## src/rtl/sod_pkg.sv

```systemverilog
// Shared sudoku game types: cell and board encodings, the board-checker state
// set, and the row/col to flat cell index mapping.
package sod_pkg;

  typedef logic [1:0] cell_t;
  typedef cell_t [3:0][3:0] board_t;

  typedef enum logic [1:0] {
    ST_LOAD = 2'd0,
    ST_PLAY = 2'd1,
    ST_WIN  = 2'd2,
    ST_LOSE = 2'd3
  } sod_state_e;

  localparam logic [15:0] FULL_MASK = 16'hFFFF;

  // Flat cell index used by GIVEN_MASK and the filled vector: row*4+col.
  function automatic logic [3:0] cellIndex(input logic [1:0] r, input logic [1:0] c);
    return {r, c};
  endfunction

endpackage

```

## src/rtl/sod_board_check.sv

```systemverilog
// Player board tracker: preloads givens from the answer key on each game
// start, checks placements against the key, counts mistakes, decides win/lose.
module sod_board_check
  import sod_pkg::*;
#(
  parameter logic [15:0] GIVEN_MASK   = 16'b1001_0110_0110_1001,
  parameter int unsigned MAX_MISTAKES = 3
) (
  input  logic        clk,
  input  logic        reset,
  input  logic        newGame,
  input  board_t      cardArray,
  input  logic        place,
  input  logic [1:0]  row,
  input  logic [1:0]  col,
  input  cell_t       value,
  output board_t      board,
  output logic [15:0] filled,
  output logic [1:0]  mistakes,
  output logic        wrong,
  output logic        win,
  output logic        lose
);

  localparam logic [1:0] MAX_M = 2'(MAX_MISTAKES);

  sod_state_e  state;
  logic [3:0]  idx;
  logic [15:0] filledNext;
  logic [1:0]  mistakesNext;
  logic        isOpen;
  logic        isMatch;

  assign idx          = cellIndex(row, col);
  assign filledNext   = filled | (16'b1 << idx);
  assign isOpen       = place && !filled[idx];
  assign isMatch      = (value == cardArray[row][col]);
  // Saturate rather than wrap, even though PLAY leaves before reaching the cap.
  assign mistakesNext = (mistakes == MAX_M) ? mistakes : mistakes + 2'd1;

  // NOTE: all state here is updated with non-blocking assignments so every
  // register samples the pre-edge values; the board is a 32-bit register bank,
  // not a RAM, so clearing it on reset is legitimate.
  always_ff @(posedge clk) begin
    if (reset) begin
      state    <= ST_LOAD;
      board    <= '0;
      filled   <= '0;
      mistakes <= '0;
      wrong    <= 1'b0;
    end else begin
      wrong <= 1'b0;
      if (newGame) begin
        // The key selector advances on this same edge; LOAD picks up the new key.
        state    <= ST_LOAD;
        board    <= '0;
        filled   <= '0;
        mistakes <= '0;
      end else begin
        case (state)
          ST_LOAD: begin
            for (int r = 0; r < 4; r++) begin
              for (int c = 0; c < 4; c++) begin
                board[r][c] <= GIVEN_MASK[cellIndex(2'(r), 2'(c))] ? cardArray[r][c] : '0;
              end
            end
            filled   <= GIVEN_MASK;
            mistakes <= '0;
            state    <= ST_PLAY;
          end
          ST_PLAY: begin
            if (isOpen) begin
              if (isMatch) begin
                board[row][col] <= value;
                filled          <= filledNext;
                if (filledNext == FULL_MASK) state <= ST_WIN;
              end else begin
                mistakes <= mistakesNext;
                wrong    <= 1'b1;
                if (mistakesNext == MAX_M) state <= ST_LOSE;
              end
            end
          end
          default: ; // WIN and LOSE are terminal until newGame or reset
        endcase
      end
    end
  end

  assign win  = (state == ST_WIN);
  assign lose = (state == ST_LOSE);

endmodule

```

## config.mk

```make
export PLATFORM = sky130hd
export DESIGN_NAME = sod_board_check
export DESIGN_NICKNAME = d
export VERILOG_FILES = /design/src/rtl/sod_pkg.sv /design/src/rtl/sod_board_check.sv
export SDC_FILE = /design/constraint.sdc
export NUM_CORES = 1
export LEC_CHECK = 0
export CAP_MARGIN = 20
export CELL_PAD_IN_SITES_DETAIL_PLACEMENT = 2
export CELL_PAD_IN_SITES_GLOBAL_PLACEMENT = 2
export CORE_MARGIN = 4
export CORE_UTILIZATION = 28
export CTS_CLUSTER_SIZE = 12
export DETAILED_ROUTE_END_ITERATION = 8
export PLACE_DENSITY_LB_ADDON = 0.12
export REMOVE_ABC_BUFFERS = 1
export SKIP_LAST_GASP = 1
export SLEW_MARGIN = 10
export SYNTH_ARGS = -nofsm -noshare
export SYNTH_HDL_FRONTEND = slang
export SYNTH_SLANG_ARGS = --single-unit
```

## constraint.sdc

```tcl
create_clock -name clk -period 8.2 [get_ports clk]
set_clock_uncertainty 0.1 [all_clocks]
set_input_delay 1.64 -clock clk [delete_from_list [all_inputs] [get_ports clk]]
set_output_delay 1.64 -clock clk [all_outputs]
set_load 0.02 [all_outputs]
```

# Word-level counts from Yosys, hierarchy flattened
# Index checks and enable logic that the tools add are counted.
# word_totals
ff_bits	53
input_bits	42
wordCells	80
out_inout_bits	53
# classes
eq_ne	12
add_sub_neg	1
n_bitwise	3
magnitude_cmp	5
shift	1
n_reduce_logical	11
muxes	27
# op_table
op	count
32-bit two-way mux	2
32-bit case mux with 2 select lines	1
32-bit bitwise mux	1
16-bit two-way mux	2
16-bit case mux with 2 select lines	1
2-bit two-way mux	9
8-bit binary-select mux with 2-bit select	1
8-bit demux with 2-bit select	1
16-bit == test (second input constant)	1
8-bit two-way mux	2
16-bit OR	1
1-bit by 4-bit left shift with 16-bit output (first input constant)	1
2-bit == test (second input constant)	4
2-bit case mux with 2 select lines	2
2-bit by 3-bit < comparator with 1-bit output (second input constant)	2
2-bit != test (second input constant)	3
3-bit != test (second input constant)	2
3-bit AND reduction	2
4-bit by 5-bit < comparator with 1-bit output (second input constant)	1
1-bit binary-select mux with 4-bit select	1
2-bit binary-select mux with 2-bit select	1
2-bit demux with 2-bit select	1
2-bit by 1-bit greater-or-equal comparator with 1-bit output (second input constant)	2
4-bit AND reduction	1
other kinds (11)	15

# Depth between registers and ports, before layout
# Gate-level depths: netlist (run 1).
# depth
ltp_word	10
mapped_depth	10
ltp_nobuf	7

# Worst setup path after synthesis (run 1)
# Ideal clock, no wire load.
# synth_timing
path_kind	input to register
from	input col[0]
to	register board[13] (netlist bit)
setup_slack_ps	4082
cell_stages	7
t_arrival_ps	3899
setup_time_ps	119
n_path_buf	1
required_ps	7981
cell_sequence	clkbuf_1 mux4_2 and2_1 o31a_1 nor2_1 or4b_4 o221a_1
# synth_between
elab_chain_len	10
elab_cells_between_ends	21
cone_classes	order compare (2); eq/ne (3); mux (12); reduce/logical (4)
# synth_rtl
item	line	source
from (decl)	sod_board_check.sv:15	input logic [1:0] col,
2-bit by 3-bit < comparator with 1-bit output (not written as such) / 2-bit by 1-bit greater-or-equal comparator with 1-bit output (equally long branches)	sod_board_check.sv:74	board[row][col] <= value;
1-bit logical AND (not written as such)	sod_board_check.sv:74	
2-bit two-way mux (not written as such)	sod_board_check.sv:74	
2-bit demux with 2-bit select	sod_board_check.sv:74	
8-bit two-way mux (not written as such)	sod_board_check.sv:74	
8-bit demux with 2-bit select	sod_board_check.sv:74	
32-bit bitwise mux	sod_board_check.sv:74	
32-bit two-way mux	sod_board_check.sv:73	if (isMatch) begin
32-bit two-way mux	sod_board_check.sv:72	if (isOpen) begin
32-bit case mux with 2 select lines	sod_board_check.sv:60	case (state)
to (signal, indexed assignment)	sod_board_check.sv:64	board[r][c] <= GIVEN_MASK[cellIndex(2'(r), 2'(c))] ? cardArray[r][c] : '0;
to (signal, indexed assignment)	sod_board_check.sv:74	
to (decl)	sod_board_check.sv:17	output board_t board,
# Parallel ways exist; a longest one is shown, timed or not. The select of a mux whose other input is x is not followed.
# A chain may end at the register's enable or synchronous reset.

# Worst setup path after layout (run 1)
# layout_timing
from	input col[1]
to	register board[1] (netlist bit)
# The elaborated chain is that of the path after synthesis.

==> qor.csv, run 1 <==
stage,metric,value,unit
clock_tree,clk_path_buf_depth,2,
synthesis,synth_top_area_share,0.373,
clock_tree,cts_buffers,5,
global_route,grt_max_degree,29,
sta,setup_slack,2910,ps
layout,area_growth,40.9,%
layout,layout-drive-gt1-share,0.0562,
layout,nets,450,
die,io_pins,95,
sta,worstMarginPinSlew,1030,ps
die,fp.dieH,109,µm
power_and_ir_drop,clock_power_share,0.328,
clock_tree,root_buffer,clkbuf_8,
route,drc,0,
sta,fin_crit_sh,0.645,
sta,final-hold-violation-count,0,
clock_tree,clk_pin_slew,110,ps
place,gp_congestion,0.857,
synthesis,ys_warn_count,0,
power_and_ir_drop,seqPwrFrac,0.467,
clock_tree,clk_latency,320,ps
flow_run,cap_violations,0,
clock_tree,cts_tree,built,
die,rows,36,
clock_tree,postCtsResizedCells,0,
synthesis,synth_edf_count,0,
die,start_util,0.290,
route,wl,12.2,mm
global_route,antenna_found_initial,0,
layout,final_cell_mix,"94 x clkdlybuf4s50_1, 53 x dfxtp_1, 43 x o21ai_0",
setup_path,r2r_start,filled[6],
setup_path,required,8310,ps
setup_path,cp-startpoint,col[1],
die,die_area,11800,µm²
power_and_ir_drop,vdd_ir_drop_max,0.0635,mV
route,avgRoutedWirePerCell,22.5,µm
global_route,grt_pass1_vias,3314,
sta,relSlewSlack,0.312,
route,drtIter0Drc,86,
layout,final_util,0.408,
synthesis,seq_area_frac_synth,0.373,
power_and_ir_drop,swShare,0.294,
run_status,status,completed,
synthesis,syn_area,2840,µm²
setup_path,crit_path_start_kind,input port,
die,die_w,109,µm
setup_path,cp.arrival,5400,ps
place,portBuffers,94,
route,final_antenna_net_count,0,
clock_tree,cts_hold_buf,0,
synthesis,yosysTopAreaCell,dfxtp_1,
synthesis,yosys-top-cells-area,"dfxtp_1 37%, o21ai_0 7.6%, mux2i_1 6.3%",
synthesis,syn_inst,320,
synthesis,ys.flop_type,dfxtp_1,
sta,maxSlewViolCount,0,
layout,final_common_cell,clkdlybuf4s50_1,
min_path,hold_path_class,flip-flop to flip-flop,
power_and_ir_drop,p_leak,1.39,nW
layout,diodes,0,
route,vias,3032,
route,drtPass1Iterations,4,
setup_path,r2r_slack,4910,ps
route,detail_route.vias_per_cell,5.59,
global_route,grt.total_usage,0.209,
sta,rsz0062_at_grt,no,
setup_path,r2r_cells,6,
synthesis,synth.distinct_cells,46,
setup_path,r2r_end,board[1],
die,core,9820,µm²
sta,fmax,0.189,GHz
place,place_ws,2630,ps
sta,fin_tns_setup,0,ps
synthesis,ys_ff_latch,53,
setup_path,crit_end,board[1],
power_and_ir_drop,cellPowerDensity,145,nW/µm²
clock_tree,clock_sinks,53,
power_and_ir_drop,p_sw,171,µW
power_and_ir_drop,pwr-share-comb,0.204,
min_path,hold_depth,2,
synthesis,ys_async_sr_fraction,0,
sta,period_needed,5290,ps
place,dp_hpwl,9.39,mm
power_and_ir_drop,finalPower,582,µW
setup_path,path_max_fanout,24,
global_route,grt_overflow,0,
clock_tree,post-cts-setup-buffers,0,
power_and_ir_drop,p_int,411,µW
synthesis,avgSynthCellArea,8.88,µm²
setup_path,crit_type,input port to flip-flop,
sta,whs,390,ps
setup_path,end_kind,flip-flop,
clock_tree,htree_levels,2,
global_route,grt_pass1_wl,18.9,mm
sta,setup_viol,0,
worst max-delay path, cell delays in order:
cell             delay (ps)
clkdlybuf4s50_1        1130
mux4_2                  410
and2_1                  180
o31a_1                  330
nor2_1                  800
or4b_4                  630
o221a_1                 270
cell usage after synthesis (2+ instances only):
library cell / n
a211oi_1: 6
a21oi_1: 17
a22o_1: 9
a22oi_1: 4
a311oi_1: 4
a31o_2: 4
a32o_1: 2
and2_1: 11
and3_1: 7
buf_2: 4
clkbuf_1: 11
dfxtp_1: 53
inv_1: 5
mux2i_1: 18
mux4_2: 2
nand2_1: 14
nand2b_1: 2
nand3_1: 8
nand3b_1: 2
nand4_1: 2
nor2_1: 18
nor2b_1: 9
nor3_1: 7
nor4_1: 7
o21a_1: 13
o21ai_0: 43
o221a_1: 5
o221ai_1: 8
o22ai_1: 2
o31a_1: 3
o31ai_1: 2
o41ai_1: 4
state kept, by name (all words and copies together) (netlist names):
name	count
board	32
mistakes	2
filled	16
wrong	1
state	2
metrics by stage:
stage / area (µm²) / instances
2_1_floorplan: 2750 / 303
3_3_place_gp: 3890 / 534
3_5_place_dp: 3890 / 534
4_1_cts: 4010 / 542
5_1_grt: 4010 / 542
6_report: 4010 / 542
logic make-up (layout without fill, tap and decap cells):
logic type	after synthesis	after routing	synth area share
compound gates	131	131	0.316
buf+inv	22	111	0.0392
flops	53	53	0.373
mux	21	21	0.0841
simple gates	93	93	0.188
worst min path at each step:
| stage | startpoint | slack, ps | endpoint |
|---|---|---|---|
| finish | board[22] | 390 | board[22] |
| global route | board[17] | 430 | board[17] |
| CTS | board[22] | 400 | board[22] |
| detailed placement | board[22] | 380 | board[22] |
| global placement | board[17] | 370 | board[17] |
| floorplan | board[4] | 450 | board[4] |
layout make-up:
cell class / instances / area [µm²]
Fill cell: 1142 / 5810
Clock buffer: 5 / 68.8
Tap cell: 133 / 166
Sequential cell: 53 / 1060
Inverter: 5 / 18.8
Timing Repair Buffer: 98 / 971
Multi-Input combinational cell: 245 / 1670
Clock inverter: 3 / 50.0
metal layers:
layer / routed length (µm) / track usage
met1: 5460 / 0.275
met2: 6270 / 0.375
met3: 444 / 0.0278
met4: 44 / 0.0252
met5: 0 / 0
power groups by stage:
stage	clock (mW)	combinational, mW	sequential (mW)
after floorplan	0	0.0489	0.283
after global placement	0	0.116	0.278
after detailed placement	0	0.119	0.278
after CTS	0.198	0.120	0.272
after global routing	0.209	0.128	0.273
final	0.191	0.119	0.272
(Power assumes the default switching activity.)
==> run 2: changes to the inputs <==
--- a/config.mk
+++ b/config.mk
@@ -9,7 +9,7 @@
 export CELL_PAD_IN_SITES_DETAIL_PLACEMENT = 2
 export CELL_PAD_IN_SITES_GLOBAL_PLACEMENT = 2
 export CORE_MARGIN = 4
-export CORE_UTILIZATION = 28
+export CORE_UTILIZATION = 26
 export CTS_CLUSTER_SIZE = 12
 export DETAILED_ROUTE_END_ITERATION = 8
 export PLACE_DENSITY_LB_ADDON = 0.12
==> constraint.sdc (replaced) <==
create_clock -name clk -period 5.17 [get_ports clk]
set_clock_uncertainty 0.1 [all_clocks]
set_input_delay 1.034 -clock clk [delete_from_list [all_inputs] [get_ports clk]]
set_output_delay 1.034 -clock clk [all_outputs]
set_load 0.02 [all_outputs]
==> qor.csv, run 2 (synthesis gave the netlist of run 1 again) <==
stage,metric,value,unit
layout,finalNonFillerCells,551,
sta,setup_viol,0,
sta,period_needed,4670,ps
clock_tree,cts_tree,built,
setup_path,worst-path-buf-inv,2,
layout,nets,456,
min_path,hold_path_class,flip-flop to flip-flop,
layout,final_common_cell,clkdlybuf4s50_1,
run_status,status,completed,
sta,fin_crit_sh,0.903,
clock_tree,root_buffer,clkbuf_8,
clock_tree,post-cts-setup-buffers,0,
setup_path,cp.depth,9,
layout,area_growth,42.0,%
setup_path,cp_cell_sequence,clkdlybuf4s50_1 -> mux2i_1 -> a22o_1 -> o31a_1 -> nor4_4 -> mux2i_2 -> buf_4 -> nor4b_1 -> a21oi_1,
route,drtIter0Drc,129,
global_route,antenna_found_initial,0,
sta,worstMarginPinSlew,1050,ps
layout,largest_reg_flops,32,
layout,fillers,1138,
place,gp_congestion,0.860,
power_and_ir_drop,pwr-share-comb,0.221,
power_and_ir_drop,clock_power_share,0.295,
power_and_ir_drop,seqPwrFrac,0.485,
setup_path,r2r_cells,7,
setup_path,slowest_delay,960,ps
sta,relSlewSlack,0.293,
clock_tree,clk_path_buf_depth,2,
power_and_ir_drop,p_int,619,µW
place,dp_cells,543,
clock_tree,clock_sinks,53,
route,drc,0,
flow_run,cap_violations,0,
sta,fin_tns_setup,0,ps
setup_path,cp.arrival,4720,ps
die,core,10500,µm²
setup_path,required,5220,ps
die,die_area,12700,µm²
layout,final_util,0.384,
clock_tree,cts_hold_buf,0,
sta,rsz0062_at_grt,no,
global_route,grt_pass1_wl,19.5,mm
setup_path,cp_slowest_cell,clkdlybuf4s50_1,
place,portBuffers,94,
setup_path,cp-startpoint,row[0],
power_and_ir_drop,cellPowerDensity,220,nW/µm²
sta,setup_slack,501,ps
place,dp_hpwl,9.47,mm
global_route,grt.total_usage,0.191,
route,avgRoutedWirePerCell,22.1,µm
layout,multi_input_area,1670,µm²
global_route,grt_max_degree,28,
power_and_ir_drop,finalPower,888,µW
clock_tree,cts_buffers,5,
die,start_util,0.271,
die,die_w,113,µm
setup_path,r2r_end,board[11],
global_route,grt_pass1_vias,3365,
route,final_antenna_net_count,0,
clock_tree,clk_latency,310,ps
sta,fmax,0.214,GHz
power_and_ir_drop,swShare,0.303,
clock_tree,postCtsResizedCells,0,
die,rows,37,
power_and_ir_drop,p_sw,269,µW
setup_path,critical_path.top_delay_family,simple AND/OR/NAND/NOR gates,
layout,layout-drive-gt1-share,0.0699,
route,wl,12.2,mm
layout,regMostFlops,board,
sta,maxSlewViolCount,0,
power_and_ir_drop,vdd_ir_drop_max,0.113,mV
global_route,grt_overflow,0,
die,fp.dieH,113,µm
layout,top_regs,"board (32), filled (16)",
power_and_ir_drop,p_leak,1.41,nW
setup_path,r2r_start,filled[5],
route,vias,3064,
sta,final-hold-violation-count,0,
clock_tree,htree_levels,2,
setup_path,crit_path_start_kind,input port,
setup_path,r2r_slack,2160,ps
setup_path,end_kind,flip-flop,
place,place_ws,383,ps
setup_path,path_max_fanout,13,
route,detail_route.vias_per_cell,5.56,
setup_path,crit_type,input port to flip-flop,
clock_tree,clk_pin_slew,100,ps
die,io_pins,95,
setup_path,crit_end,board[11],
layout,regArea,1060,µm²
route,drtPass1Iterations,4,
layout,final_cell_mix,"94 x clkdlybuf4s50_1, 53 x dfxtp_1, 43 x o21ai_0",
layout,diodes,0,
==> run 2: cell types whose count changed in the layout (fill, tap and decap cells not counted), sizes merged <==
cell    delta
buf        +6
bufinv     -1
clkbuf     +1
==> run 2: power groups by stage <==
stage	combinational (mW)	clock [mW]	sequential [mW]
after floorplan	0.0775	0	0.448
after global placement	0.191	0	0.440
after detailed placement	0.194	0	0.440
after CTS	0.196	0.273	0.431
after global routing	0.211	0.295	0.433
final	0.196	0.262	0.430
==> run 2: metrics by stage <==
step	instance area, µm²	hold WS (ps)
finish	4040	390
global route	4040	429
CTS	4040	398
detailed placement	3940	379
global placement	3940	371
floorplan	2750	452
==> run 2: how the worst min path moves through the flow <==
| stage | endpoint | slack (ps) | start | cells after the start |
|---|---|---|---|---|
| 6_report | board[26] | 390 | board[26] | 2 |
| 3_5_place_dp | board[26] | 380 | board[26] | 2 |
| 4_1_cts | board[26] | 400 | board[26] | 2 |
| 3_3_place_gp | board[23] | 370 | board[23] | 2 |
| 2_1_floorplan | board[4] | 450 | board[4] | 2 |
| 5_1_grt | board[15] | 430 | board[15] | 2 |
==> run 2: cell type report <==
cell class,instances,area share
Inverter,5,0.00465
Clock buffer,6,0.0205
Multi-Input combinational cell,245,0.414
Sequential cell,53,0.263
Clock inverter,2,0.00434
Tap cell,136,0.0422
Timing Repair Buffer,104,0.252
==> run 2: tightest hold or removal path, cell delays in order, from the launching register on <==
cell,delay (ps)
dfxtp_1,320
o21ai_0,60
o21ai_0,70
==> run 2: per-layer routing <==
metal,GRT usage,part of all wire
met4,0.0256,0.0033
met2,0.323,0.49
met5,0,0
met1,0.264,0.47
met3,0.0280,0.035
